**config.mk**
```make
export PLATFORM = sky130hd
export DESIGN_NAME = chain_stim_ctrl
export DESIGN_NICKNAME = d
export VERILOG_FILES = /design/src/rtl/chain_ctrl_pkg.sv /design/src/rtl/xor_sampler.sv /design/src/rtl/chain_stim_ctrl.sv
export SDC_FILE = /design/constraint.sdc
export NUM_CORES = 1
export LEC_CHECK = 0
export CELL_PAD_IN_SITES_DETAIL_PLACEMENT = 2
export CELL_PAD_IN_SITES_GLOBAL_PLACEMENT = 2
export CORE_ASPECT_RATIO = 0.7
export CORE_UTILIZATION = 36
export DETAILED_ROUTE_END_ITERATION = 6
export GPL_TIMING_DRIVEN = 1
export PLACE_DENSITY_LB_ADDON = 0.25
export SLEW_MARGIN = 10
export SYNTH_ARGS = -nofsm -noshare
export SYNTH_HDL_FRONTEND = slang
export SYNTH_SLANG_ARGS = --single-unit
```
**constraint.sdc**
```tcl
create_clock -name sys_clk -period 12.3 [get_ports sys_clk]
set_input_delay 3.69 -clock sys_clk [delete_from_list [all_inputs] [get_ports sys_clk]]
set_output_delay 3.69 -clock sys_clk [all_outputs]
set_load 0.01 [all_outputs]
```
**src/rtl/chain_ctrl_pkg.sv**
```systemverilog
// rtl/chain_ctrl_pkg.sv - shared state encoding and widths for the chain stimulus controller
package chain_ctrl_pkg;

    typedef enum logic [2:0] {
        ST_IDLE   = 3'd0,
        ST_SETTLE = 3'd1,
        ST_RUN    = 3'd2,
        ST_DRAIN  = 3'd3,
        ST_DONE   = 3'd4
    } state_t;

    // Default width of the saturating result accumulators.
    localparam int SAT_W_DEFAULT = 32;

endpackage

```
**src/rtl/xor_sampler.sv**
```systemverilog
// rtl/xor_sampler.sv - XOR mismatch capture, edge history and saturating accumulators
// CHAIN_CTRL_SYNC_EN selects a two-flop synchronizer instead of a single capture flop.
module xor_sampler
    import chain_ctrl_pkg::*;
#(
    parameter int ACC_W = SAT_W_DEFAULT
) (
    input  logic             clk,
    input  logic             rst,
    input  logic             xor_in,
    input  logic             clr,
    input  logic             en,
    output logic [ACC_W-1:0] mismatch,
    output logic [ACC_W-1:0] edges
);

    logic samp;
    logic hist;

`ifdef CHAIN_CTRL_SYNC_EN
    logic meta;

    always_ff @(posedge clk or posedge rst) begin
        if (rst) begin
            meta <= 1'b0;
            samp <= 1'b0;
        end else begin
            meta <= xor_in;
            samp <= meta;
        end
    end
`else
    // Upstream already registers xor_in; one capture flop suffices.
    always_ff @(posedge clk or posedge rst) begin
        if (rst) begin
            samp <= 1'b0;
        end else begin
            samp <= xor_in;
        end
    end
`endif

    // History runs every cycle so the first enabled cycle sees a true previous sample.
    always_ff @(posedge clk or posedge rst) begin
        if (rst) begin
            hist <= 1'b0;
        end else begin
            hist <= samp;
        end
    end

    always_ff @(posedge clk or posedge rst) begin
        if (rst) begin
            mismatch <= '0;
            edges    <= '0;
        end else if (clr) begin
            mismatch <= '0;
            edges    <= '0;
        end else if (en) begin
            if (samp && (mismatch != '1)) begin
                mismatch <= mismatch + ACC_W'(1);
            end
            if (samp && !hist && (edges != '1)) begin
                edges <= edges + ACC_W'(1);
            end
        end
    end

endmodule

```
**src/rtl/chain_stim_ctrl.sv**
```systemverilog
// rtl/chain_stim_ctrl.sv - burst stimulus sequencer and mismatch result collector for the inverter-chain pair
// Optional macro CHAIN_CTRL_SYNC_EN: two-flop xor_in synchronizer in xor_sampler.
module chain_stim_ctrl
    import chain_ctrl_pkg::*;
#(
    parameter int CNT_W      = 16,
    parameter int DIV_W      = 8,
    parameter int ACC_W      = SAT_W_DEFAULT,
    parameter int SETTLE_CYC = 8
) (
    input  logic             sys_clk,
    input  logic             sys_rst,
    input  logic             start,
    input  logic [CNT_W-1:0] num_toggles,
    input  logic [DIV_W-1:0] half_period,
    output logic             stim_out,
    input  logic             xor_in,
    output logic             busy,
    output logic             res_valid,
    input  logic             res_ready,
    output logic [ACC_W-1:0] res_mismatch,
    output logic [ACC_W-1:0] res_edges
);

    localparam int SC_W = $clog2(SETTLE_CYC);

    state_t           state;
    state_t           nxt_state;
    logic [CNT_W-1:0] n_lat;
    logic [CNT_W-1:0] tog_cnt;
    logic [DIV_W-1:0] h_lat;
    logic [DIV_W-1:0] div_cnt;
    logic [SC_W-1:0]  win_cnt;
    logic             stim_q;
    logic             win_last;
    logic             div_last;
    logic             tog_last;
    logic             acc_clr;
    logic             acc_en;

    assign win_last = (win_cnt == SC_W'(SETTLE_CYC - 1));
    assign div_last = (div_cnt == h_lat);
    assign tog_last = (tog_cnt == (n_lat - CNT_W'(1)));

    assign acc_clr   = (state == ST_IDLE) && start;
    assign acc_en    = (state == ST_RUN) || (state == ST_DRAIN);
    assign busy      = (state == ST_SETTLE) || (state == ST_RUN) || (state == ST_DRAIN);
    assign res_valid = (state == ST_DONE);
    assign stim_out  = stim_q;

    always_ff @(posedge sys_clk or posedge sys_rst) begin
        if (sys_rst) begin
            state <= ST_IDLE;
        end else begin
            state <= nxt_state;
        end
    end

    always_comb begin
        nxt_state = state;
        case (state)
            ST_IDLE: begin
                if (start) nxt_state = ST_SETTLE;
            end
            ST_SETTLE: begin
                if (win_last) nxt_state = (n_lat == '0) ? ST_DRAIN : ST_RUN;
            end
            ST_RUN: begin
                if (div_last && tog_last) nxt_state = ST_DRAIN;
            end
            ST_DRAIN: begin
                if (win_last) nxt_state = ST_DONE;
            end
            ST_DONE: begin
                if (res_ready) nxt_state = ST_IDLE;
            end
            default: nxt_state = ST_IDLE;
        endcase
    end

    // Window counter is shared by SETTLE and DRAIN; RUN leaves it at zero.
    always_ff @(posedge sys_clk or posedge sys_rst) begin
        if (sys_rst) begin
            n_lat   <= '0;
            h_lat   <= '0;
            tog_cnt <= '0;
            div_cnt <= '0;
            win_cnt <= '0;
            stim_q  <= 1'b0;
        end else begin
            case (state)
                ST_IDLE: begin
                    if (start) begin
                        n_lat   <= num_toggles;
                        h_lat   <= half_period;
                        win_cnt <= '0;
                        stim_q  <= 1'b0;
                    end
                end
                ST_SETTLE: begin
                    win_cnt <= win_last ? '0 : win_cnt + SC_W'(1);
                    div_cnt <= '0;
                    tog_cnt <= '0;
                end
                ST_RUN: begin
                    if (div_last) begin
                        div_cnt <= '0;
                        stim_q  <= ~stim_q;
                        tog_cnt <= tog_cnt + CNT_W'(1);
                    end else begin
                        div_cnt <= div_cnt + DIV_W'(1);
                    end
                end
                ST_DRAIN: begin
                    win_cnt <= win_last ? '0 : win_cnt + SC_W'(1);
                end
                ST_DONE: begin
                    if (res_ready) stim_q <= 1'b0;
                end
                default: begin
                    stim_q <= 1'b0;
                end
            endcase
        end
    end

    xor_sampler #(
        .ACC_W (ACC_W)
    ) u_sampler (
        .clk      (sys_clk),
        .rst      (sys_rst),
        .xor_in   (xor_in),
        .clr      (acc_clr),
        .en       (acc_en),
        .mismatch (res_mismatch),
        .edges    (res_edges)
    );

endmodule

```
**Yosys cells after proc, flatten, opt, wreduce, memory -nomap -nowiden**

Cells that the tools add are included.
Widths: inputs -> output; s select.

- Bits in registers: 121
- Logic and storage cells: 82
- Output and inout bits: 67
- Input port bits: 29

- Bitwise operators: 2
- Add/sub/neg operators: 6
- Reduce and logical (&&, ||, !) cells: 24
- Equal/unequal tests: 15
- Multiplexer cells: 24

Operators with widths:

| operator | count |
|---|---|
| $mux 32 | 6 |
| $add 32x1->32 const B | 2 |
| $ne 32x32->1 const B | 2 |
| $pmux 16 s2 | 1 |
| $mux 3 | 7 |
| $add 16x1->16 const B | 1 |
| $eq 16x16->1 | 1 |
| $logic_not 16->1 | 1 |
| $mux 16 | 1 |
| $pmux 8 s2 | 1 |
| $sub 16x1->16 const B | 1 |
| $pmux 3 s5 | 1 |
| $reduce_and 2->1 | 5 |
| $reduce_bool 2->1 | 5 |
| $add 8x1->8 const B | 1 |
| $eq 8x8->1 | 1 |
| $mux 8 | 1 |
| $ne 2x2->1 const B | 4 |
| $eq 3x2->1 const B | 2 |
| $eq 3x3->1 const B | 2 |
| $pmux 3 s2 | 1 |
| $logic_and 1x1->1 | 5 |
| $reduce_and 5->1 | 1 |
| $mux 1 | 4 |
| other kinds (10) | 14 |

**Logic depth before layout (Yosys ltp)**

- Depth in word-level cells: 6
- Mapped depth: 9
- Gate-level depth less buffers: 8

**Modules after synthesis**

A second synthesis with hierarchy kept.

- Cells, all modules: 733
- Area, all modules: 6834.1 µm²

By module, submodules not included:

| module | cells an instance | area each (µm²) | sequential area each (µm²) | instances |
|---|---|---|---|---|
| xor_sampler | 419 | 3786.1 | 1651.6 | 1 |
| chain_stim_ctrl | 314 | 3047.9 | 1376.3 | 1 |

**Worst setup path after synthesis**

Ideal clock, no wire load.

- Path kind: input port to flip-flop
- Start: input port start
- End: register u_sampler.edges[5]
- Cell stages on the path: 4
- Path slack: 7.287 ns
- Arrival time: 4.881 ns
- Buffers on the path: 2
- Required time: 12.168 ns
- Setup time: 0.132 ns
- Cells stage by stage: nor4b_1 -> clkbuf_1 -> buf_1 -> nor2_1

- Word-level cells in the longest chain between the ends: 3
- Elaborated cells between the ends (all ways): 5
- Classes of those cells: 1 x mux; 4 x reduce/logical

RTL lines:

| what | RTL line | source |
|---|---|---|
| from (decl) | chain_stim_ctrl.sv:13 | `input logic start,` |
| $logic_and 1x1->1 (*) | chain_stim_ctrl.sv:45 | `assign acc_clr = (state == ST_IDLE) && start;` |
| $reduce_bool 2->1 (no line) | n/a |  |
| $reduce_and 2->1 (no line) | n/a |  |
| to (signal assigned) | xor_sampler.sv:64 | `edges <= edges + ACC_W'(1);` |
| to (decl) | xor_sampler.sv:14 | `output logic [ACC_W-1:0] edges` |

Every way passes the cells marked *; elsewhere a longest branch is shown, timed or not.
A chain may end at the register's enable or synchronous reset.

**Worst setup path after layout**

- Start: register state[1]
- End: output port res_valid

- Word-level cells in the longest chain between the ends: 1

RTL lines:

| what | RTL line | source |
|---|---|---|
| from (decl) | chain_stim_ctrl.sv:27 | `state_t state;` |
| from (signal assigned) | chain_stim_ctrl.sv:55 | `state <= nxt_state;` |
| $eq 3x3->1 | chain_stim_ctrl.sv:48 | `assign res_valid = (state == ST_DONE);` |
| to (decl) | chain_stim_ctrl.sv:19 | `output logic res_valid,` |

Every way passes these cells.

==> results.yml <==
detailed_routing:
  drt_wl_total_um: 23600
  drt-initial-drc-count: 359
  first_pass_iters: 4
  wl_per_cell_um: 22.4
  post_drt_via_cell_ratio: 5.64
  drc_errors: 0
  ant_nets: 0
  vias: 5943
clock_network:
  clk_path_buf_depth: 2
  post_cts_buffers: 0
  hold_buffers: 0
  numCtsBuffers: 17
  root_buffer: "clkbuf_16"
  clkTransAtPathRegs_ns: 0.06
  ctsResizeCount: 0
  cts_max_level: 4
  clock_latency_ns: 0.43
  cts_sinks: 121
  cts_tree: "done"
logic_synthesis:
  synth_edf_count: 0
  syn-cell-area_um2: 6560
  synth.yosys.seq_area_share_pct: 46.2
  ys_types: 66
  synthCells: 719
  synth-seq-cells: 121
  ys_warn_count: 0
  syn_nets: 756
  avgSynthCellArea_um2: 9.12
  synth-async-reset-ratio_pct: 100
  synthFlopType: "dfrtp_1"
critical_path:
  crit_family: "buffers and inverters"
  path_depth: 4
  crit_chain: "nor2_1 -> nand2_1 -> inv_1 -> clkdlybuf4s50_1"
  crit_fanout: 11
  required_ns: 8.61
  start_kind: "flip-flop"
  worst_r2r_path_depth: 6
  end_kind: "output pin"
  cp.arrival_ns: 2.10
  critPathMaxStageDelay_ns: 0.54
  path_class: "flip-flop to output pin"
  slowest_stage: "dfrtp_1"
  path_buf_inv: 2
min_path:
  hold_path_class: "flip-flop to flip-flop"
  hold_path_depth: 0
global_route:
  grt_pass1_wl_um: 37900
  antenna_found_initial: 1
  grt_pass1_vias: 6630
  gr-total-overflow: 0
  grt_max_degree: 74
  track_usage_pct: 26.8
placed_design:
  port_buffers: 95
  dp_hpwl_um: 15900
  gp_congestion: 0.768
  place_inst: 1021
sta:
  max_clock_freq_mhz: 173
  relSlewSlack_pct: 36.7
  finalSetupViolations: 0
  worst_slew_pin_slew_ns: 0.950
  finalCritPeriodShare_pct: 47.1
  setup-tns-final_ns: 0
  fin_crit_ns: 5.79
  slew_violations: 0
  hold_viol_final: 0
  grt_setup_unrepaired: "no"
  finClkSkew_ns: 0.00985
power_and_ir_drop:
  switchingPower_w: 0.000608
  seq_power_share_pct: 38.2
  ir_worst_vdd_mv: 0.0859
  power_density_nw_per_um2: 189
  switching_share_pct: 38.7
  p_leak_nw: 3.41
  intPower_w: 0.000964
  p_clk_share_pct: 32.8
  comb_power_share_pct: 29.0
status:
  outcome: "complete, no violations"
die:
  core_um2: 17500
  num_rows: 40
  ios: 96
  die_y_um: 115
  start_util_pct: 37.5
  dieArea_um2: 18800
  die_w_um: 163
final_layout:
  n_fill_cell: 1826
  drive_gt1_share_pct: 6.08
  area_delta_synth_final_pct: 26.7
  fin_nets: 846
  final_util_pct: 47.5
  final_cell_count_no_fill: 1054
run:
  maxCapViolCount: 0
[cells in the final DEF (no fill, tap or decap), types with 3 or more instances in the layout]
| master | count |
|---|---|
| dfrtp_1 | 121 |
| ha_1 | 8 |
| buf_4 | 4 |
| o31ai_1 | 7 |
| or3_1 | 13 |
| a21oi_1 | 11 |
| o21ai_0 | 24 |
| o21ai_1 | 7 |
| clkdlybuf4s50_1 | 95 |
| inv_1 | 21 |
| nor4_1 | 3 |
| nand3_1 | 49 |
| nand4_1 | 27 |
| nand4b_1 | 3 |
| and3_1 | 12 |
| clkbuf_16 | 17 |
| nand2b_1 | 6 |
| nand2_1 | 103 |
| and4_1 | 16 |
| inv_6 | 3 |
| xnor2_1 | 58 |
| clkinvlp_4 | 4 |
| xor2_1 | 31 |
| nor4b_2 | 3 |
| o211ai_1 | 4 |
| nor2_1 | 81 |
| a31oi_1 | 4 |
| nor3_1 | 30 |
[cells in the mapped netlist, types with 3 or more instances]
master	n	share of area [%]
xnor2_1	58	7.7
a31oi_1	4	0.38
buf_2	8	0.61
nor3_1	30	2.3
nand3_1	49	3.7
nand2_1	103	5.9
xor2_1	31	4.1
o21ai_0	24	1.8
nand4b_1	3	0.40
nand4_1	27	2.6
nor4_1	3	0.29
o31ai_1	7	0.80
nor2_1	81	4.6
o21ai_1	7	0.53
and3_1	12	1.1
or3_1	13	1.2
clkbuf_1	16	0.92
inv_1	22	1.3
o211ai_1	4	0.46
ha_1	8	1.5
dfrtp_1	121	46
and4_1	16	2.1
nand2b_1	6	0.57
a21oi_1	11	0.84
[logic make-up after synthesis]
kind of cell | synth area share, %
simple gates | 28.3
buf+inv | 3.24
fa+ha+maj | 1.53
flops | 46.2
xor+xnor | 11.9
mux | 0.649
compound gates | 8.17
[cell type report]
cell class / count / area [um2] / share of cell area, %
Clock buffer: 19 / 453 / 5.45
Multi-Input combinational cell: 548 / 3320 / 40.0
Timing Repair Buffer: 99 / 981 / 11.8
Tap cell: 231 / 289 / 3.48
Inverter: 22 / 85.1 / 1.02
Clock inverter: 13 / 144 / 1.73
Sequential cell: 121 / 3030 / 36.5
Antenna cell: 1 / 2.50 / 0.0301
[path summary, 6_finish.rpt]
| kind | endpoint | from | slack (ns) |
|---|---|---|---|
| max in group asynchronous | u_sampler.mismatch[1] | sys_rst | 7.22 |
| max reg2reg | u_sampler.edges[3] | u_sampler.edges[16] | 9.51 |
| min | u_sampler.hist | u_sampler.samp | 0.43 |
| min reg2reg | u_sampler.hist | u_sampler.samp | 0.43 |
| max | res_valid | state[1] | 6.51 |
| min in group asynchronous | tog_cnt[8] | sys_rst | 3.84 |
[metal layers]
metal  GRT usage [%]  routed length (um)  up-vias
met4            9.47                 373        0
met2            43.3               11300      140
li1                -                   -     2690
met5               0                   0        -
met1            35.4               10700     3085
met3            6.06                1250       28
[registers in the layout (all words and copies together) (netlist names)]
name                flops
u_sampler.samp          1
u_sampler.mismatch     32
state                   3
win_cnt                 3
div_cnt                 8
stim_out                1
u_sampler.hist          1
n_lat                  16
u_sampler.edges        32
tog_cnt                16
h_lat                   8
[metrics by stage]
stage	area [um2]	total power (W)	worst slack [ns]	hold slack, ns
2_1_floorplan	6560	0.000845	5.40	0.388
3_3_place_gp	7700	0.000994	6.74	0.403
3_5_place_dp	7700	0.00104	6.68	0.414
4_1_cts	8300	0.00158	6.47	0.425
5_1_grt	8300	0.00165	6.40	0.459
6_report	8300	0.00157	6.51	0.433
[power by group through the flow]
stage | combinational, W | clock, W | sequential (W)
2_1_floorplan | 0.000290 | 0 | 0.000555
3_3_place_gp | 0.000403 | 0 | 0.000591
3_5_place_dp | 0.000438 | 0 | 0.000603
4_1_cts | 0.000458 | 0.000521 | 0.000598
5_1_grt | 0.000498 | 0.000535 | 0.000613
6_report | 0.000455 | 0.000515 | 0.000601
No activity file was read; power rests on OpenSTA's default activity.
==> patch 1 (same settings) <==
The option `CHAIN_CTRL_SYNC_EN` is turned on by a define.
--- a/src/rtl/xor_sampler.sv
+++ b/src/rtl/xor_sampler.sv
@@ -1,4 +1,6 @@
 // rtl/xor_sampler.sv - XOR mismatch capture, edge history and saturating accumulators
 // CHAIN_CTRL_SYNC_EN selects a two-flop synchronizer instead of a single capture flop.
+`define CHAIN_CTRL_SYNC_EN
+
 module xor_sampler
     import chain_ctrl_pkg::*;
Formal check against the unedited RTL: no difference found for any inputs over 10 cycles, from zero or initial values and one cycle with sys_rst high; that may be too few to reach the edited logic, so the function may still have changed.
==> patch 1 against the unedited design <==
Count of clock-buffer cells in the layout increased by 3. Synthesized area increased by 0.38%. Combinational power decreased by 1%. Critical endpoint unchanged. Wire length about the same. Setup slack improved by 0.021 ns. Power increased by 2.5%. Sequential cell count increased by 1. Critical path type unchanged. Final area increased by 0.99%. Critical path depth unchanged. Fmax increased by 0.37%.
==> patch 1: results (changes against the unedited design) <==
Syn Nets: 757 (+0.13%)
status: finished, final reports clean
Cells after DPL: 1,022 (+0.098%)
ANT cells: 0 (-1)
Nets: 847 (+0.12%)
mux contribution to synthesized area: 0.646% (-0.0025 points)
Vias: 5,929 (-0.24%)
Max VDD drop: 0.0861 mV (+0.24%)
largest net degree at the start of global routing: 82 (+11%)
final WL: 23.6 mm (about the same)
vias in the first global route: 6,614 (-0.24%)
GP Congestion: 0.843 (+9.7%)
First DRT Iteration DRCs: 334 (-7.0%)
post-synthesis cell count: 720 (+0.14%)
worst slew pin tran: 1.06 ns (+0.106 ns)
share of cells above drive strength 1: 6.08% (-0.0074 points)
top post-synthesis cells by area: dfrtp_1 46%, xnor2_1 7.7%, nand2_1 5.9%
register area share after synthesis: 46.4% (+0.20 points)
HPWL after DPL: 15.8 mm (-0.63%)
overall routing resource usage: 26.6% (-0.19 points)
Worst Skew: 0.0116 ns (+0.00174 ns)
Placed Area: 7730 um2 (+0.32%)
first-pass GRT wire length: 38.0 mm (+0.44%)
post-synthesis xor/xnor area fraction: 11.8% (-0.045 points)
post-synthesis compound-gate area fraction: 8.14% (-0.031 points)
Synth Area in Adders: 1.52% (-0.0058 points)
Leak Pwr: 3.45 nW (+1.4%)
Vias per Instance: 5.63 (-0.24%)
initial antenna violation count: 0 (-1)
Synth top cells by count: 122 x dfrtp_1, 103 x nand2_1, 81 x nor2_1
## patch 1: path summary, 6_finish.rpt
check	depth (start not counted)	slack, ns	startpoint	endpoint
worst max-delay path	4	6.53	state[1]	res_valid
min in group asynchronous	2	3.67	sys_rst	tog_cnt[10]
worst max register to register	5	9.42	state[2]	state[0]
worst min register to register	0	0.35	u_sampler.meta	u_sampler.samp
worst min-delay path	0	0.35	u_sampler.meta	u_sampler.samp
max in group asynchronous	3	7.18	sys_rst	u_sampler.edges[23]
## patch 1: report_power, final
group          switching (mW)  internal, mW  total, mW
Combinational           0.269         0.182      0.450
Clock                   0.189         0.366      0.556
Sequential              0.131         0.475      0.606
Total                   0.589          1.02       1.61
## patch 1: worst register-to-register path, cell delays in order, from the launching register on
cell and delay, ns:
dfrtp_1 0.52, nand2b_1 0.46, nor2_2 0.76, a41oi_1 0.40, a2111oi_2 0.37, a31o_1 0.29
## patch 1: cell families (layout without fill, tap and decap cells)
kind of cell,after synthesis,count (layout)
muxes,4,4
adders and majority gates,8,8
DFF,122,122
buffers and inverters,50,153
and+or+nand+nor,366,366
xor gates and xnor gates,89,89
AOI/OAI and AO/OA,81,81
## patch 1: per-stage QoR
| stage | setup WS [ns] | hold WS (ns) |
|---|---|---|
| floorplan | 5.37 | 0.331 |
| global placement | 6.65 | 0.332 |
| detailed placement | 6.62 | 0.339 |
| CTS | 6.49 | 0.352 |
| global route | 6.40 | 0.380 |
| finish | 6.53 | 0.354 |
## patch 1: final cells by class
cell class / count / area, um2 / share of cell area (%)
Clock buffer: 22 / 494 / 5.89
Multi-Input combinational cell: 548 / 3320 / 39.6
Tap cell: 231 / 289 / 3.45
Clock inverter: 10 / 163 / 1.94
Sequential cell: 122 / 3050 / 36.4
Inverter: 22 / 85.1 / 1.01
Timing Repair Buffer: 99 / 981 / 11.7
## patch 1: layer usage
metal	GRT usage, %	wire length (um)	vias up
met5	0	0	-
met4	6.91	274	0
met3	6.20	1050	21
met2	43.0	11200	126
met1	36.0	11100	3081
li1	-	-	2701
==> patch 2 (config.mk and constraints unchanged) <==
Made on the original files. The 5 states of `state_t` get a Gray code encoding in 3 bits.
--- a/src/rtl/chain_ctrl_pkg.sv
+++ b/src/rtl/chain_ctrl_pkg.sv
@@ -3,9 +3,9 @@
 
     typedef enum logic [2:0] {
-        ST_IDLE   = 3'd0,
-        ST_SETTLE = 3'd1,
-        ST_RUN    = 3'd2,
-        ST_DRAIN  = 3'd3,
-        ST_DONE   = 3'd4
+        ST_IDLE   = 3'b000,
+        ST_SETTLE = 3'b001,
+        ST_RUN    = 3'b011,
+        ST_DRAIN  = 3'b010,
+        ST_DONE   = 3'b110
     } state_t;
 
Behaviour: same outputs for any inputs over 10 cycles, from zero or initial values and one cycle with sys_rst high; not proved beyond that.
==> patch 2 against the unedited design <==
Sequential cell count is the same. Clock skew is 0.00085 ns lower. Synthesized area increased by 0.92%. Setup slack worse by 0.49 ns. Wire length down 10%. Via count shrank 2.6%. Power increased by 19%. Final area grew 0.78%.
==> patch 2: results (changes against the unedited design) <==
Max VDD drop: 0.0929 mV (+8.1%)
mux contribution to synthesized area: 1.23% (+0.58 points)
Leak Pwr: 3.57 nW (+4.9%)
Critical Path Slowest Stage Cell: buf_4
r2r endpoint: u_sampler.edges[30]
Nets: 857 (+1.3%)
Placed Area: 7770 um2 (+0.81%)
overall routing resource usage: 23.5% (-3.3 points)
ANT cells: 0 (-1)
max incr delay on CP: 0.72 ns (+0.18 ns)
Cells after DPL: 1,038 (+1.7%)
post-synthesis compound-gate area fraction: 8.38% (+0.21 points)
post-synthesis cell type count: 68 (+3.0%)
FF-to-FF setup slack: 9.17 ns (-0.34 ns)
post-synthesis xor/xnor area fraction: 12.0% (+0.16 points)
Slew HR: 20.8% (-16 points)
met1 Resource Use GR: 31.6% (-3.8 points)
dpl ws: 5.53 ns (-1.15 ns)
Syn Nets: 770 (+1.9%)
Worst EP arrival: 6.55 ns (+4.45 ns)
status: finished, final reports clean
Worst Skew: 0.00900 ns (-0.000851 ns)
Synth Area in Adders: 1.32% (-0.20 points)
vias in the first global route: 6,299 (-5.0%)
final WL: 21.2 mm (-10%)
Cell Int Power: 1.14 mW (+19%)
share of cells above drive strength 1: 7.43% (+1.4 points)
GP Congestion: 0.830 (+8.1%)
register area share after synthesis: 45.8% (-0.42 points)
initial antenna violation count: 0 (-1)
patch 2: changes by cell type after synthesis, moves of 13 or more:
cell,unedited run,this run
nand3_1,49,34
xor2_1,31,48
nor2_1,81,94
nor3_1,30,15
nand2_1,103,131
xnor2_1,58,43
patch 2: final cells by class:
| type | count | area [um2] |
|---|---|---|
| tap | 236 | 295 |
| timing repair buffer | 98 | 973 |
| clock buffer | 22 | 484 |
| sequential | 121 | 3030 |
| fill | 1942 | 9640 |
| inverter | 15 | 58.8 |
| multi-input combinational | 568 | 3410 |
| clock inverter | 10 | 118 |
patch 2: how the worst max path moves through the flow:
stage	start	end	cells past startpoint
2_1_floorplan	sys_rst	div_cnt[0]	1
3_3_place_gp	start	u_sampler.edges[30]	7
3_5_place_dp	start	u_sampler.edges[30]	7
4_1_cts	start	u_sampler.edges[30]	7
5_1_grt	start	u_sampler.edges[30]	7
6_report	start	u_sampler.edges[30]	7
